--- config.mk ---
export PLATFORM = sky130hd
export DESIGN_NAME = regu_mp
export DESIGN_NICKNAME = d
export VERILOG_FILES = /design/src/rtl/regu_pkg.sv /design/src/rtl/regu_scoreboard.sv /design/src/rtl/regu_mp.sv
export SDC_FILE = /design/constraint.sdc
export NUM_CORES = 2
export LEC_CHECK = 0
export BUFFER_PORTS_ARGS = -buffer_cell sky130_fd_sc_hd__buf_2
export CORE_UTILIZATION = 35
export DETAILED_ROUTE_END_ITERATION = 8
export PLACE_DENSITY = 0.54
export SYNTH_ARGS = -nofsm -noshare
export SYNTH_HDL_FRONTEND = slang
export SYNTH_SLANG_ARGS = --single-unit
export TNS_END_PERCENT = 100
--- constraint.sdc ---
create_clock -name clk -period 5.2 [get_ports clk]
set_input_delay 0.26 -clock clk [delete_from_list [all_inputs] [get_ports clk]]
set_output_delay 0.26 -clock clk [all_outputs]
set_load 0.005 [all_outputs]
--- src/rtl/regu_pkg.sv ---
// Shared constants and types for the regu_mp multi-ported register file.
package regu_pkg;

    localparam int DEFAULT_WIDTH     = 32;
    localparam int DEFAULT_REG_WIDTH = 5;

    typedef logic [DEFAULT_REG_WIDTH-1:0] reg_idx_t;
    typedef logic [DEFAULT_WIDTH-1:0]     reg_data_t;

    // Architectural zero register: reads as 0, never written, never busy.
    localparam reg_idx_t REG_ZERO = '0;

endpackage

--- src/rtl/regu_scoreboard.sv ---
// Busy-bit scoreboard for regu_mp.
// A register goes busy when an instruction targeting it issues and goes idle
// when any write port commits to it. An issue wins over a same-cycle write,
// because the issued instruction is a newer producer still pending.
module regu_scoreboard
    import regu_pkg::*;
#(
    parameter int REG_WIDTH = DEFAULT_REG_WIDTH,
    parameter int NR_RD     = 2,
    parameter int NR_WR     = 2
) (
    input  logic                       clk,
    input  logic                       rst,
    input  logic                       iss_valid,
    input  logic [REG_WIDTH-1:0]       iss_rd,
    input  logic [NR_WR-1:0]           clr_en,
    input  logic [NR_WR*REG_WIDTH-1:0] clr_addr,
    input  logic [NR_RD*REG_WIDTH-1:0] lk_addr,
    output logic [NR_RD-1:0]           lk_busy
);

    localparam int DEPTH = 2**REG_WIDTH;

    logic [DEPTH-1:0] busy_reg;
    logic [DEPTH-1:0] busy_next;

    // Next busy vector: clears first, then the issue so that set wins.
    always_comb begin
        busy_next = busy_reg;
        for (int j = 0; j < NR_WR; j++) begin
            if (clr_en[j]) begin
                busy_next[clr_addr[j*REG_WIDTH +: REG_WIDTH]] = 1'b0;
            end
        end
        if (iss_valid) begin
            busy_next[iss_rd] = 1'b1;
        end
        busy_next[0] = 1'b0;
    end

    // Busy register; reset discards any concurrent issue or clear.
    always_ff @(posedge clk) begin
        if (rst) begin
            busy_reg <= '0;
        end else begin
            busy_reg <= busy_next;
        end
    end

    genvar gi;
    generate
        for (gi = 0; gi < NR_RD; gi++) begin : g_lookup
            assign lk_busy[gi] = busy_reg[lk_addr[gi*REG_WIDTH +: REG_WIDTH]];
        end
    endgenerate

endmodule

--- src/rtl/regu_mp.sv ---
// Multi-ported register file with a busy-bit scoreboard.
// Combinational reads, synchronous writes (highest-index port wins on a
// collision), register 0 hardwired to zero.
// Optional feature: define REGU_MP_BYPASS_EN to forward same-cycle write data
// to matching read ports and to mask the busy bit those writes will clear.
module regu_mp
    import regu_pkg::*;
#(
    parameter int WIDTH     = DEFAULT_WIDTH,
    parameter int REG_WIDTH = DEFAULT_REG_WIDTH,
    parameter int NR_RD     = 2,
    parameter int NR_WR     = 2
) (
    input  logic                       clk,
    input  logic                       rst,
    input  logic [NR_RD*REG_WIDTH-1:0] rd_addr,
    output logic [NR_RD*WIDTH-1:0]     rd_data,
    output logic [NR_RD-1:0]           rd_busy,
    input  logic [NR_WR-1:0]           wr_en,
    input  logic [NR_WR*REG_WIDTH-1:0] wr_addr,
    input  logic [NR_WR*WIDTH-1:0]     wr_data,
    input  logic                       iss_valid,
    input  logic [REG_WIDTH-1:0]       iss_rd
);

    localparam int                   DEPTH    = 2**REG_WIDTH;
    localparam logic [REG_WIDTH-1:0] IDX_ZERO = REG_WIDTH'(REG_ZERO);

    logic [WIDTH-1:0] regs_reg [DEPTH];
    logic [NR_WR-1:0] wr_commit;
    logic [NR_RD-1:0] sb_busy;

    // A write port commits only when enabled and not aimed at the zero register.
    genvar gi;
    generate
        for (gi = 0; gi < NR_WR; gi++) begin : g_commit
            assign wr_commit[gi] = wr_en[gi] &&
                                   (wr_addr[gi*REG_WIDTH +: REG_WIDTH] != IDX_ZERO);
        end
    endgenerate

    // Register array: ascending port loop lets the highest-index port win.
    always_ff @(posedge clk) begin
        if (rst) begin
            for (int r = 0; r < DEPTH; r++) begin
                regs_reg[r] <= '0;
            end
        end else begin
            for (int j = 0; j < NR_WR; j++) begin
                if (wr_commit[j]) begin
                    regs_reg[wr_addr[j*REG_WIDTH +: REG_WIDTH]] <= wr_data[j*WIDTH +: WIDTH];
                end
            end
        end
    end

    regu_scoreboard #(
        .REG_WIDTH (REG_WIDTH),
        .NR_RD     (NR_RD),
        .NR_WR     (NR_WR)
    ) u_scoreboard (
        .clk       (clk),
        .rst       (rst),
        .iss_valid (iss_valid),
        .iss_rd    (iss_rd),
        .clr_en    (wr_commit),
        .clr_addr  (wr_addr),
        .lk_addr   (rd_addr),
        .lk_busy   (sb_busy)
    );

    generate
        for (gi = 0; gi < NR_RD; gi++) begin : g_read
            logic [REG_WIDTH-1:0] ra;
            logic [WIDTH-1:0]     rd_val_next;
            logic                 byp_hit_next;

            assign ra = rd_addr[gi*REG_WIDTH +: REG_WIDTH];

            // Read mux: array value, optionally overridden by a same-cycle write.
            always_comb begin
                rd_val_next  = (ra == IDX_ZERO) ? '0 : regs_reg[ra];
                byp_hit_next = 1'b0;
`ifdef REGU_MP_BYPASS_EN
                for (int j = 0; j < NR_WR; j++) begin
                    if (wr_commit[j] && (wr_addr[j*REG_WIDTH +: REG_WIDTH] == ra)) begin
                        rd_val_next  = wr_data[j*WIDTH +: WIDTH];
                        byp_hit_next = 1'b1;
                    end
                end
`endif
            end

            assign rd_data[gi*WIDTH +: WIDTH] = rd_val_next;
            assign rd_busy[gi]                = sb_busy[gi] & ~byp_hit_next;
        end
    endgenerate

endmodule

==> impl_metrics.tcl <==
set metrics [dict create \
    status "completed" \
    ioPinCount 160 \
    syn_area_per_cell_um2 14.6 \
    synth_area_mm2 0.0600 \
    htree_levels 3 \
    hold_start "rst" \
    critPathLaunch "rd_addr[0]" \
    period_needed_ns 3.88 \
    cts_sinks 1055 \
    cellLeakagePower_nw 22.0 \
    largest_register_ffs 1024 \
    drt_wl_total_mm 271 \
    num_vias 45500 \
    area_growth_pct 11.5 \
    synth_area_leaders "edfxtp_1, mux4_2, a22o_1" \
    design_area_mm2 0.0669 \
    num_rows 151 \
    ant_nets 0 \
    yosysWarnings 0 \
    total_power_w 0.0211 \
    rsz0062_at_grt "no" \
    cts.root.buffer_cell "clkbuf_16" \
    synth_edf_count 1024 \
    portBuffers 159 \
    dp_hpwl_mm 160 \
    yosysTopAreaCell "edfxtp_1" \
    antenna_found_initial 32 \
    grt.overflow.total 0 \
    arrival_ns 3.62 \
    placed_cell_area_mm2 0.0632 \
    drive_above_1_share_pct 28.2 \
    place_inst 6062 \
    grt_util_all_layers_pct 30.6 \
    fin_cells 6290 \
    grt_max_degree 81 \
    cts_resized 0 \
    clk-insertion-delay-late_ns 0.76 \
    clock_path_buffers 3 \
    ys.flop_type "edfxtp_1" \
    numCtsBuffers 116 \
    dieArea_mm2 0.173 \
    synth_top_area_share_pct 51.3 \
    maxSlewViolCount 0 \
    period_share_pct 74.6 \
    synthArstFlopShare_pct 0 \
    maxUsedRoutingLayer "met5" \
    grt_pass1_vias 43400 \
    maxSlewHeadroom_pct 7.16 \
    path_class "input port to output pin" \
    die_y_um 416 \
    ys_seq_area_share_pct 52.3 \
    fmax_mhz 258 \
    fillers 15500 \
    skew_ns 0 \
    ys_ff_latch 1055 \
    start_util_pct 35.3 \
    cp_max_fo 23 \
    critPathCaptureType "output pin" \
    setup_violations 0 \
    core_area_mm2 0.170 \
    cts_tree "yes" \
    yosys-top-cells-count "edfxtp_1, a22o_1, mux4_2" \
    cp_data_required_time_ns 4.94 \
    maxCapViolCount 0 \
    p_per_area_mw_per_mm2 316 \
    synth_cells 4095 \
    layout.nets 4067 \
    drc 0 \
    gp_congestion 0.892 \
    setup_tns_ns 0 \
    wl_met1_mm 102 \
    yosys.cell_types.count 40 \
    grt_pass1_wl_mm 367 \
    wl_met3_mm 35.5 \
    met2_length_mm 118 \
    wire_per_inst_um 43.0 \
    via_per_inst 7.23 \
    hold_class "input port to register" \
    tightest_slew_ns 1.39 \
    synthMostInstantiatedCell "edfxtp_1" \
    ir_drop_mv 0.260 \
    dr.pass1.iters 6 \
    clk_pin_slew_ns 0.07 \
    hold_viol 0 \
    die_w_um 416 \
    cp-start-kind "input port" \
    r2r_start "u_scoreboard.busy_reg[10]$_SDFF_PP0_" \
    drt_iter0_drc 7184 \
]
==> cell usage in the layout, fill, tap and decap left out, types with 41 or more instances in the layout <==
master     count
nor2_1        71
buf_4        162
a211oi_1      64
buf_2        152
a311oi_1      64
mux2_2        66
nand2_1       41
a221oi_1      49
mux4_2       466
clkbuf_16    117
o21ai_0      121
mux2i_1      130
edfxtp_1    1024
a22o_1       995
nor2b_1       65
a22oi_1       64
==> worst paths after layout <==
path,slack [ns],cells past startpoint,to
hold reg to reg,0.49,2,u_scoreboard.busy_reg[7]$_SDFF_PP0_
hold / removal,0.07,1,regs_reg[0][4]$_DFFE_PP_
setup / recovery,1.32,7,rd_data[19]
setup reg to reg,4.01,3,u_scoreboard.busy_reg[10]$_SDFF_PP0_
==> logic make-up (layout without fill, tap and decap cells) <==
kind of cell           after synthesis  in the layout  synth area share (%)
other                                1             44               0.00625
buffers and inverters              651            585                  4.53
and+or+nand+nor                    332            332                  3.00
muxes                              662            662                  20.9
AOI/OAI and AO/OA                 1394           1394                  19.3
DFF                               1055           1055                  52.3
==> critical path, cell delays in order <==
cell and delay (ns):
buf_6 0.34, buf_4 0.57, or4_2 0.69, buf_4 0.43, o21ai_0 0.29, a311oi_1 0.59
buf_2 0.27
==> layer usage <==
metal | vias up | global-route usage [%]
li1 | 17100 | -
met1 | 23800 | 41.1
met2 | 3765 | 45.2
met3 | 750 | 8.91
met4 | 24 | 14.8
met5 | - | 0
==> through the flow <==
| step | worst slack, ns | utilization [%] | hold slack, ns |
|---|---|---|---|
| CTS | 1.23 | 39.3 | 0.0696 |
| floorplan | 2.82 | - | 0.379 |
| detailed placement | 1.23 | 37.2 | 0.472 |
| global route | 1.23 | 39.4 | 0.0957 |
| global placement | 1.26 | 37.2 | 0.469 |
| finish | 1.32 | 39.4 | 0.0724 |
==> power by group <==
part           switching (W)  internal (W)
registers           0.000261       0.00986
clock network        0.00366       0.00445
logic                0.00182       0.00107
total                0.00574        0.0154
==> layout make-up <==
type / instances / area, µm² / share of cell area (%)
repair buffers: 347 / 2490 / 3.72
multi-input cells: 2420 / 26500 / 39.6
inverters: 33 / 129 / 0.193
clock buffers: 150 / 3090 / 4.62
flip-flops and latches: 1055 / 31400 / 46.9
diodes: 12 / 30.0 / 0.0449
clock inverters: 55 / 462 / 0.691
well taps: 2218 / 2780 / 4.15
==> timing repair <==
| item | 4_1_cts | 5_1_grt |
|---|---|---|
| hold buffers | 11 | 0 |
| setup buffers | 0 | 0 |
| endpoints found under the hold margin | 31 | 0 |
No activity file was read; power rests on OpenSTA's default activity.
